## config.mk

```make
export PLATFORM = sky130hd
export DESIGN_NAME = bcd_count_ctrl
export DESIGN_NICKNAME = d
export VERILOG_FILES = /design/src/rtl/bcd_count_ctrl.sv
export SDC_FILE = /design/constraint.sdc
export NUM_CORES = 1
export LEC_CHECK = 0
export BUFFER_PORTS_ARGS = -buffer_cell sky130_fd_sc_hd__clkbuf_2
export CAP_MARGIN = 40
export CORE_UTILIZATION = 30
export DETAILED_ROUTE_END_ITERATION = 7
export SETUP_SLACK_MARGIN = 0.3
export SYNTH_ARGS = -nofsm -noshare
export SYNTH_HDL_FRONTEND = slang
export SYNTH_SLANG_ARGS = --single-unit
export TNS_END_PERCENT = 20
```

## constraint.sdc

```tcl
create_clock -name i_Clk -period 4 [get_ports i_Clk]
set_clock_uncertainty 0.05 [all_clocks]
set_input_delay 0.8 -clock i_Clk [delete_from_list [all_inputs] [get_ports i_Clk]]
set_output_delay 0.8 -clock i_Clk [all_outputs]
set_load 0.05 [all_outputs]
```

## src/rtl/bcd_count_ctrl.sv

```systemverilog
// rtl/bcd_count_ctrl.sv - two-digit BCD up-counter with run/pause/step/clear control
//
// Purpose: counts 00..MAX_COUNT in BCD. While running, a prescaler advances the
// count once every TICKS_PER_STEP clocks. While stopped, single-step edges advance it.
// The count wraps MAX_COUNT -> 00 and pulses o_Wrap on the wrap.
//
// Parameters:
//   TICKS_PER_STEP  clocks per automatic increment (2..2^26)
//   MAX_COUNT       terminal count before wrapping to 00 (1..99)
//
// Ports:
//   i_Clk         clock, rising edge
//   i_Rst         synchronous active-high reset
//   i_Start_Stop  debounced level, rising edge toggles run/pause
//   i_Clear       debounced level, rising edge zeroes the count and stops
//   i_Step        debounced level, rising edge increments once while stopped
//   o_Tens        BCD tens digit
//   o_Ones        BCD ones digit
//   o_Running     high while in RUN
//   o_Wrap        one-cycle pulse on MAX_COUNT -> 00
//   o_Tens_Blank  high when o_Tens == 0 (present only with
//                 BCD_COUNT_CTRL_BLANK_LEAD_ZERO_EN defined)
//
// Build option: define BCD_COUNT_CTRL_BLANK_LEAD_ZERO_EN to add o_Tens_Blank.

module bcd_count_ctrl #(
  parameter int TICKS_PER_STEP = 25000000,
  parameter int MAX_COUNT      = 99
) (
  input  logic       i_Clk,
  input  logic       i_Rst,
  input  logic       i_Start_Stop,
  input  logic       i_Clear,
  input  logic       i_Step,
  output logic [3:0] o_Tens,
  output logic [3:0] o_Ones,
  output logic       o_Running,
  output logic       o_Wrap
`ifdef BCD_COUNT_CTRL_BLANK_LEAD_ZERO_EN
  ,
  output logic       o_Tens_Blank
`endif
);

  localparam int PW = (TICKS_PER_STEP > 2) ? $clog2(TICKS_PER_STEP) : 1;
  localparam logic [PW-1:0] PRESC_LAST = PW'(TICKS_PER_STEP - 1);
  localparam logic [3:0]    MAX_TENS   = 4'(MAX_COUNT / 10);
  localparam logic [3:0]    MAX_ONES   = 4'(MAX_COUNT % 10);

  typedef enum logic [1:0] {
    S_IDLE  = 2'd0,
    S_RUN   = 2'd1,
    S_PAUSE = 2'd2
  } state_e;

  state_e          state_q, state_d;
  logic [3:0]      tens_q, tens_d;
  logic [3:0]      ones_q, ones_d;
  logic [PW-1:0]   presc_q, presc_d;
  logic            wrap_q, wrap_d;
  logic            running_q;
  logic            start_prev_q, clear_prev_q, step_prev_q;

  logic            start_rise, clear_rise, step_rise;
  logic            tick;
  logic            at_max;
  logic            incr;

  assign start_rise = i_Start_Stop & ~start_prev_q;
  assign clear_rise = i_Clear      & ~clear_prev_q;
  assign step_rise  = i_Step       & ~step_prev_q;

  assign tick   = (state_q == S_RUN) && (presc_q == PRESC_LAST);
  assign at_max = (tens_q == MAX_TENS) && (ones_q == MAX_ONES);

  always_comb begin
    state_d = state_q;
    tens_d  = tens_q;
    ones_d  = ones_q;
    presc_d = presc_q;
    wrap_d  = 1'b0;
    incr    = 1'b0;

    if (clear_rise) begin
      // Clear beats everything, including a coincident tick (no wrap pulse).
      state_d = S_IDLE;
      tens_d  = 4'd0;
      ones_d  = 4'd0;
      presc_d = '0;
    end else begin
      // The prescaler advances for every cycle spent in RUN, including the
      // cycle that ends in a pause, so a resumed partial period loses nothing.
      if (state_q == S_RUN) begin
        presc_d = tick ? '0 : presc_q + PW'(1);
      end

      if (start_rise) begin
        // A tick landing on the pause edge is dropped.
        case (state_q)
          S_IDLE: begin
            state_d = S_RUN;
            presc_d = '0;
          end
          S_RUN:   state_d = S_PAUSE;
          S_PAUSE: state_d = S_RUN;
          default: state_d = S_IDLE;
        endcase
      end else if (tick) begin
        incr = 1'b1;
      end else if (step_rise && (state_q != S_RUN)) begin
        incr = 1'b1;
        if (state_q == S_IDLE) begin
          state_d = S_PAUSE;
        end
      end

      if (incr) begin
        if (at_max) begin
          tens_d = 4'd0;
          ones_d = 4'd0;
          wrap_d = 1'b1;
        end else if (ones_q == 4'd9) begin
          ones_d = 4'd0;
          tens_d = tens_q + 4'd1;
        end else begin
          ones_d = ones_q + 4'd1;
        end
      end
    end
  end

  always_ff @(posedge i_Clk) begin
    if (i_Rst) begin
      state_q      <= S_IDLE;
      tens_q       <= 4'd0;
      ones_q       <= 4'd0;
      presc_q      <= '0;
      wrap_q       <= 1'b0;
      running_q    <= 1'b0;
      // Held high so a button pressed through reset is not seen as an edge.
      start_prev_q <= 1'b1;
      clear_prev_q <= 1'b1;
      step_prev_q  <= 1'b1;
    end else begin
      state_q      <= state_d;
      tens_q       <= tens_d;
      ones_q       <= ones_d;
      presc_q      <= presc_d;
      wrap_q       <= wrap_d;
      running_q    <= (state_d == S_RUN);
      start_prev_q <= i_Start_Stop;
      clear_prev_q <= i_Clear;
      step_prev_q  <= i_Step;
    end
  end

  assign o_Tens    = tens_q;
  assign o_Ones    = ones_q;
  assign o_Running = running_q;
  assign o_Wrap    = wrap_q;

`ifdef BCD_COUNT_CTRL_BLANK_LEAD_ZERO_EN
  logic blank_q;

  // Registered from the next tens value so it changes on the same edge as o_Tens.
  always_ff @(posedge i_Clk) begin
    if (i_Rst) begin
      blank_q <= 1'b1;
    end else begin
      blank_q <= (tens_d == 4'd0);
    end
  end

  assign o_Tens_Blank = blank_q;
`else
  // Leading-zero flag not built; the decoder shows both digits unconditionally.
`endif

endmodule
```

# After elaboration in Yosys (flattened, before gate mapping)
# Cells that the tools add are included.
[classes]
reduce_logical = 9
add_sub_neg = 3
n_eq_ne = 7
bitwise_logic = 7
muxes = 19
[ops]
columns = ["cell", "count"]
rows = [
  ["25-bit 2-to-1 mux", 4],
  ["25-bit by 1-bit adder with 25-bit output (second input constant)", 1],
  ["25-bit == test (second input constant)", 1],
  ["4-bit 2-to-1 mux", 4],
  ["2-bit 2-to-1 mux", 5],
  ["4-bit by 1-bit adder with 4-bit output (second input constant)", 2],
  ["4-bit == test (second input constant)", 2],
  ["1-bit 2-to-1 mux", 5],
  ["2-bit by 1-bit == test with 1-bit output (second input constant)", 2],
  ["1-bit NOT", 4],
  ["2-bit one-hot mux with 2 select lines", 1],
  ["2-bit OR reduction", 2],
  ["1-bit bitwise AND", 3],
  ["1-bit logical AND", 3],
  ["3-bit OR reduction", 1],
  ["2-bit == test (second input constant)", 1],
  ["2-bit logical NOT", 1],
  ["2-bit by 1-bit != test with 1-bit output (second input constant)", 1],
  ["2-bit AND reduction", 1],
  ["2-bit nonzero test", 1],
]
[totals]
elab_cells = 54
inputBits = 5
out_inout_bits = 10
ff_bits = 40

# Depth between registers and ports, before layout
# Gate-level depths: netlist of the first run.
[logic_depth]
depth_word = 9
ltp_mapped = 6

# Least setup slack after synthesis of the first run
# OpenSTA, ideal clock, no wires.
[synth_path]
path_type = "input to register"
start = "in i_Step"
end = "reg tens_q[2], in the netlist o_Tens[2]"
path_buffers = 1
stages = 6
t_required_ns = 3.880
slack_ns = 1.796
arrival_ns = 2.084
path_cell_list = "or2b_2 > nor3_2 > a41oi_2 > buf_6 > or4_1 > a21oi_1"
[synth_via]
elab_chain_cells = 7
[synth_lines]
columns = ["item", "line", "text"]
rows = [
  ["start: declaration", "34", "input logic i_Step,"],
  ["1-bit bitwise AND", "71", "assign step_rise = i_Step & ~step_prev_q;"],
  ["1-bit logical AND", "110", "end else if (step_rise && (state_q != S_RUN)) begin"],
  ["1-bit 2-to-1 mux", "110", ""],
  ["1-bit 2-to-1 mux", "108", "end else if (tick) begin"],
  ["1-bit 2-to-1 mux", "97", "if (start_rise) begin"],
  ["1-bit 2-to-1 mux", "84", "if (clear_rise) begin"],
  ["2-bit AND reduction (no line)", "--", ""],
  ["end signal: assignment", "146", "tens_q <= tens_d;"],
  ["end: declaration", "57", "logic [3:0] tens_q, tens_d;"],
]
# No other way between the ends. The select of a mux whose other input is x is not followed.
# A chain may end at the register's enable or synchronous reset.

# Worst setup path after layout of the first run
[layout_path]
start = "reg presc_q[16]"
end = "reg tens_q[0], in the netlist o_Tens[0]"
[layout_via]
elab_chain_cells = 6
[layout_lines]
columns = ["item", "line", "text"]
rows = [
  ["start: declaration", "59", "logic [PW-1:0] presc_q, presc_d;"],
  ["start signal: assignment", "148", "presc_q <= presc_d;"],
  ["25-bit == test", "73", "assign tick = (state_q == S_RUN) && (presc_q == PRESC_LAST);"],
  ["1-bit logical AND", "73", ""],
  ["1-bit 2-to-1 mux", "108", ""],
  ["1-bit 2-to-1 mux", "97", ""],
  ["1-bit 2-to-1 mux", "84", ""],
  ["2-bit AND reduction (no line)", "--", ""],
]
# No other way between the ends. The select of a mux whose other input is x is not followed.

==> summary by stage, run 1 <==
Status
The flow ran to the end, and the final reports show no timing, DRC or antenna violations.

Clock tree
The clock drives 40 sinks. The number of CTS-inserted buffers is 5. The tree is rooted in a sky130_fd_sc_hd__clkbuf_8. TritonCTS built the clock tree. Clock-pin slew was measured on the worst setup and hold paths at 0.08 ns. The longest clock path from root to sink contains 2 buffers.

Buffers inserted to repair hold after CTS numbered 0. In this run the post-CTS setup repair buffer count came out at 0. The number of instances resized during post-cts repair is 0. The clock latency at the later pin of the worst-skew pair is 0.29 ns. CTS built an H-tree with a depth of 2.

Setup path
The startpoint class of the critical path is a flop. The cell depth of the worst flop-to-flop path is 5. The worst flop-to-flop path endpoint is o_Tens[0]. The largest individual stage delay along the critical path comes from the cell sky130_fd_sc_hd__or4_1. Walking the worst path, the cells encountered are nand4b_1, nor4_4, a41oi_2, or4_1, a21oi_1. The cell family contributing the most delay on the critical path is simple AND/OR/NAND/NOR gates.

Data on the critical path arrives at its endpoint at 2.38 ns. For flop-to-flop paths, the worst setup slack is 1.80 ns. Data on the critical path is required at its endpoint by 4.18 ns. The start-to-end type of the worst setup path is reg2reg. The critical path depth in cells is 5. STA classifies the critical path endpoint as a flop. For this run, the slowest stage of the critical path takes 0.59 ns. The largest fanout on the critical path is 14. Counting both buffers and inverters, the worst setup path holds a total of 0. The startpoint of the lowest-slack register-to-register path is presc_q[16].

Layout
In the final layout, the share of cells above drive strength 1 is 0.177. Measured on the finished design, the core utilization comes to 0.358. The layout filler cell count is 643. The layout-stage area growth over the synthesis result is 12.6%. For this run, the post-layout net count is 238. In the layout the commonest cells are sky130_fd_sc_hd__dfxtp_1 (40), sky130_fd_sc_hd__nor2_1 (32), sky130_fd_sc_hd__xor2_1 (19), sky130_fd_sc_hd__nand2_1 (16), sky130_fd_sc_hd__clkbuf_2 (14). The multi-input gate area in the final layout is 1070 um^2.

The library cell used most frequently in the layout, excluding fill and tap cells, is sky130_fd_sc_hd__dfxtp_1. The finished cells cover 2160 um^2. In the final layout, flip-flops and latches occupy 801 um^2.

The count of inserted antenna diode cells is 0.

Global routing
Entering global routing, the biggest net connects 23 pins. The overflow left after global routing is 0. The number of antenna violations at the first check in global routing is 0.

The via count of the first global-routing pass is 1,419. Across every metal layer, demand over resource in global routing totals 0.124. The first global-routing pass estimated 6330 um of wire.

Placement
The post-placement cell area is 2070 um^2. The HPWL reported at the end of detailed placement is 2540 um. The count of buffers added on input and output ports is 14. The congestion estimate from routability-driven global placement came to 0.756.

STA
Setup violations remaining at the end of the flow were counted as 0. The number of pins with negative max-slew slack in the final report is 0. The setup total negative slack is 0 ns.

The measured slew at the worst slew-check pin is 0.540 ns. Setup repair after global routing left no endpoint under its margin. After layout, the minimum clock period comes to 2.20 ns. The number of hold violations in the final report is 0. Dividing the final minimum period by the clock period gives 0.551. Timing would allow up to 454 MHz. The relative slew slack is 0.640.

Drt
In the routed layout, each cell is associated on average with a via count of 4.96. Dividing the detail-routed wire length by the instance count gives 11.7 um. Summing over every cut layer, the via total after detailed routing is 1,519. The routed design has 3580 um of wire.

The number of optimization iterations in the first detailed-route pass is 4. The detailed-route DRC error count is 0. The starting DRC count in detailed routing is 70. The final antenna-violating net count is 0.

Synthesis
In the synthesized netlist the async set-or-reset flop fraction comes to 0. The number of nets in the synthesized netlist is 220. The mapped cell area is 1920 um^2.

The average cell area after synthesis is 9.04 um^2. The synthesis-stage register bit count is 40. In this run, synthesis inferred 0 flip-flops with an integrated enable. The number of cells produced by synthesis is 212. The number of warning messages in the yosys log is 0. In this run, distinct cell masters in the synthesized netlist total 44. The proportion of synthesized chip area in sequential cells is 0.418. The dominant register cell in the synthesized netlist is sky130_fd_sc_hd__dfxtp_1.

Power
The power density over the cells is 332 nW/um^2. The standby leakage power is 0.773 nW. The worst ir drop on vdd is 0.158 mV.

Min path
The worst hold path passes through 2 cells. The startpoint identified for the worst hold timing path is presc_q[1]. The class of the most critical hold timing path is reg2reg.

The endpoint of the worst hold path is presc_q[1].

Floorplan
The die covers 6710 um^2. The placeable core region is 6030 um^2. The number of placement rows is 28. For this configuration, the core starts out at a cell density of 0.318.

Measured along the x axis, the die boundary spans 81.9 um. Pin placement for this block handled 15 I/O pins. The vertical extent of the die is 81.9 um.

Run
The number of max-cap violations is 0.
[cell families after synthesis]
group                    after synthesis  share of synthesized area
AO/OA/AOI/OAI                         25                     0.0836
XOR/XNOR                              24                      0.110
adder cells (fa/ha/maj)                3                     0.0196
buffers and inverters                  9                     0.0222
flip-flops                            40                      0.418
AND/OR/NAND/NOR                      111                      0.347
[tightest hold or removal path, delay by kind of cell, from the launching register on]
kind / cells / cell delay [ns]
compound gates: 1 / 0.05
simple gates: 1 / 0.06
flops: 1 / 0.33
[routing by layer]
layer / vias to the layer above / wire [um] / share of wire / GRT usage
met4: 0 / 53 / 0.015 / 0.0474
li1: 784 / - / - / -
met5: - / 0 / 0 / 0
met2: 28 / 1600 / 0.45 / 0.191
met3: 7 / 157 / 0.044 / 0.0400
met1: 700 / 1770 / 0.49 / 0.159
[metrics by stage]
stage / hold slack, ns / setup slack (ns) / power, W / std cells
5_1_grt: 0.492 / 1.55 / 0.000752 / 306
4_1_cts: 0.440 / 1.79 / 0.000725 / 306
6_report: 0.436 / 1.80 / 0.000716 / 306
2_1_floorplan: 0.399 / 1.80 / 0.000440 / 212
3_3_place_gp: 0.418 / 1.68 / 0.000448 / 296
3_5_place_dp: 0.429 / 1.62 / 0.000448 / 298
[sequential cells by signal, indices dropped and copies added, names as in the netlist]
signal,count
o_Running,1
presc_q,25
o_Ones,4
start_prev_q,1
step_prev_q,1
o_Wrap,1
clear_prev_q,1
o_Tens,4
state_q,2
[where the power goes]
part | total [W] | leakage (nW) | internal (W) | switching, W
clock network | 0.000278 | 0.0455 | 0.000141 | 0.000137
logic | 0.0000326 | 0.404 | 0.0000105 | 0.0000220
registers | 0.000406 | 0.323 | 0.000402 | 0.00000351
[area by class of cell]
cell class / count / share of cell area
flip-flops and latches: 40 / 0.371
repair buffers: 16 / 0.0394
clock buffers: 8 / 0.0418
inverters: 4 / 0.00696
well taps: 75 / 0.0435
multi-input cells: 163 / 0.497
[how the worst max path moves through the flow]
stage,startpoint,end
finish,presc_q[16],o_Tens[0]
global route,presc_q[16],o_Tens[0]
CTS,presc_q[16],o_Tens[3]
detailed placement,i_Step,o_Tens[0]
global placement,i_Step,o_Tens[1]
floorplan,i_Step,o_Tens[2]
[Yosys cell counts (4+ instances only)]
master / number / area share
sky130_fd_sc_hd__o21ai_0: 5 / 0.013
sky130_fd_sc_hd__nand3_1: 9 / 0.024
sky130_fd_sc_hd__nor2_1: 32 / 0.063
sky130_fd_sc_hd__xor2_1: 19 / 0.087
sky130_fd_sc_hd__a21oi_1: 10 / 0.026
sky130_fd_sc_hd__dfxtp_1: 40 / 0.42
sky130_fd_sc_hd__or4_1: 6 / 0.024
sky130_fd_sc_hd__inv_1: 4 / 0.0078
sky130_fd_sc_hd__nand4_1: 12 / 0.039
sky130_fd_sc_hd__nand2_1: 16 / 0.031
sky130_fd_sc_hd__xnor2_1: 5 / 0.023
sky130_fd_sc_hd__and3_1: 5 / 0.016
(Power assumes the default switching activity.)
==> run 2: changes to the inputs <==
- clock period: 4 -> 1.8 ns (I/O delays scaled with it)
==> summary by stage, run 2 (synthesis gave the netlist of run 1 again) <==
Status
The run finished, with violations left. The checks that failed: negative setup slack.

Clock tree
The clock latency at the later pin of the worst-skew pair is 0.29 ns (about the same). The number of hold buffers added after CTS came to 0 (unchanged). The cell at the root of the clock tree is sky130_fd_sc_hd__clkbuf_8. The maximum number of buffers from clock root to sink is 2 (unchanged). The number of CTS-inserted buffers is 5 (unchanged). The total clock sinks is 40 (unchanged). The clock input transition at the sequential cells of the worst setup and hold paths is 0.08 ns (about the same). TritonCTS built the clock tree.

The level count of the clock H-tree came to 2 (unchanged).

Setup path
By startpoint and endpoint, the worst setup path is classified as reg2reg. The element type at the critical path end is a flop. The start point of the critical path is presc_q[8]. The largest fanout on the critical path is 6 (-8). The cell depth of the worst flop-to-flop path is 6 (+1). The largest stage delay on the critical path is 0.55 ns (-0.04 ns).

The arrival time of data at the critical path endpoint was 2.10 ns (-0.28 ns). The minimum setup slack among reg-to-reg paths came to -0.12 ns (-1.92 ns). The signal on the critical path passes through nand4b_1, nor4_4, buf_4, a41oi_4, or4_4, a21oi_2. The cell type of the slowest stage on the worst timing path is sky130_fd_sc_hd__or4_4. In this run the critical register-to-register path is captured at o_Tens[1]. The startpoint of the lowest-slack register-to-register path is presc_q[8]. The worst setup path is launched from a flop. The endpoint required time on the critical path came to 1.98 ns (-2.20 ns).

Layout
The multi-input gate area in the final layout is 1240 um^2 (+16%). The layout-stage area growth over the synthesis result is 40.7%. The most common library cell in the layout ignoring fill and taps is sky130_fd_sc_hd__buf_4. The register with the most flip-flops in the final layout is presc_q. The final net count came to 282 (+18%). The number of flip-flops under the largest register name is 25 (unchanged).

The area occupied by registers is 820 um^2 (+2.3%). The final non-filler cell area is 2700 um^2 (+25%). The count of inserted antenna diode cells is 0 (unchanged).

The layout filler cell count is 588 (-8.6%). The top cell types in the final layout, fill and taps aside, are sky130_fd_sc_hd__buf_4 (40), sky130_fd_sc_hd__dfxtp_1 (25), sky130_fd_sc_hd__xor2_1 (19), sky130_fd_sc_hd__nor2_2 (17), sky130_fd_sc_hd__nand2_1 (16). The share of post-route cells with drive strength above 1 is 0.465 (+0.288).

Floorplan
The die width is 81.9 um (unchanged). The number of placement rows is 28 (unchanged). The vertical extent of the die is 81.9 um (unchanged). The I/O pin count is 15 (unchanged). The initial standard-cell utilization of the core is 0.318 (unchanged). The placeable core region came to 6030 um^2 (unchanged).

The area of the die was 6710 um^2 (unchanged).

Drt
The final antenna-violating net count is 0 (unchanged). The detailed-route DRC error count is 0 (unchanged). The final routed wire length divided by cell count came to 12.6 um (+7.9%).

The total via count after detailed routing came to 1,711 (+13%). The number of optimization iterations in the first detailed-route pass is 4 (unchanged). The routed wire length came to 4420 um (+23%).

The detail-routed via count per cell is 4.89 (-1.5%). The starting DRC count in detailed routing is 30 (-57%).

STA
Setup repair after global routing could not meet its margin everywhere. The portion of the clock cycle consumed by the worst path in the final layout came to 1.07 (+0.516). The number of pins with negative max-slew slack in the final report is 0 (unchanged).

The highest clock frequency the design can meet is 521 MHz (+15%). The relative slew slack was 0.738 (+0.0979). The measured slew at the worst slew-check pin came to 0.391 ns (-0.149 ns). The number of hold violations in the final report is 0 (unchanged). The final count of negative-setup-slack endpoints came to 4 (+4). The worst setup margin is -0.120 ns (-1.92 ns). The shortest clock period the worst path allows after layout is 1.92 ns (-0.283 ns).

Global routing
The via count of the first global-routing pass is 1,541 (+8.6%). The total global-route track usage is 0.146 (+0.0218). The largest net degree at the start of global routing is 23 (unchanged). The number of antenna violations at the first check in global routing is 0 (unchanged). The wire length of the first global-routing pass was 7300 um (+15%). The overflow left after global routing is 0 (unchanged).

Placement
The routability congestion estimate was 0.798 (+5.6%). The count of buffers from port buffering is 14 (unchanged). The post-placement cell area is 2390 um^2 (+15%). The HPWL reported at the end of detailed placement is 2950 um (+16%). The pre-CTS worst setup slack is -0.212 ns (-1.83 ns).

Min path
The tightest min-delay check is of the in2reg type. The number of cells traversed by the worst hold path is 2 (unchanged). The endpoint of the worst hold path is step_prev_q.

In this run the most critical hold path is launched from i_Step.

Run
The number of max-cap violations is 0 (unchanged).

Power
The worst ir drop on vdd is 0.319 mV (+100%). The standby leakage power is 1.03 nW (+33%). The power density over the cells is 608 nW/um^2 (+83%).
[run 2: worst max path at each step]
stage / end / slack, ns / depth (start not counted)
floorplan: o_Tens[2] / -0.10 / 6
global placement: o_Tens[1] / -0.17 / 5
detailed placement: o_Tens[1] / -0.21 / 5
CTS: o_Tens[1] / -0.09 / 6
global route: o_Tens[1] / -0.17 / 6
finish: o_Tens[1] / -0.12 / 6
[run 2: area by class of cell]
cell class | instances | area share
multi-input cells | 164 | 0.461
inverters | 4 | 0.00557
repair buffers | 59 | 0.162
well taps | 75 | 0.0348
clock buffers | 8 | 0.0334
flip-flops and latches | 40 | 0.304
[run 2: per-stage QoR]
stage | hold slack [ns] | util | setup TNS (ns) | power [W] | std cells
final | 0.215 | 0.447 | -0.291 | 0.00164 | 350
after global routing | 0.222 | 0.447 | -0.854 | 0.00171 | 350
after CTS | 0.213 | 0.433 | -0.189 | 0.00165 | 349
after detailed placement | 0.449 | 0.396 | -1.09 | 0.00102 | 336
after global placement | 0.434 | 0.396 | -0.757 | 0.00102 | 336
after floorplan | 0.399 | - | -0.143 | 0.000978 | 212
[run 2: worst max-delay path, delay by kind of cell, from the launching register on]
| family | cells | cell delay, ns |
|---|---|---|
| buffers and inverters | 1 | 0.19 |
| AO/OA/AOI/OAI | 2 | 0.29 |
| flip-flops | 1 | 0.32 |
| AND/OR/NAND/NOR | 3 | 1.01 |
[run 2: routing by layer]
layer	global-route usage	vias to the layer above	share of wire
li1	-	881	-
met1	0.188	803	0.48
met2	0.230	20	0.48
met3	0.0344	7	0.026
met4	0.0632	0	0.019
met5	0	-	0
[run 2: timing repair]
action,CTS,global route
resized for setup,17,32
pin swaps,34,21
cloned,1,0
setup endpoints to repair,31,36
buffers inserted,4,1
[run 2: where the power goes]
group,internal (W),switching (W)
combinational,0.0000500,0.0000666
sequential,0.000894,0.00000744
clock,0.000313,0.000307
total,0.00126,0.000381
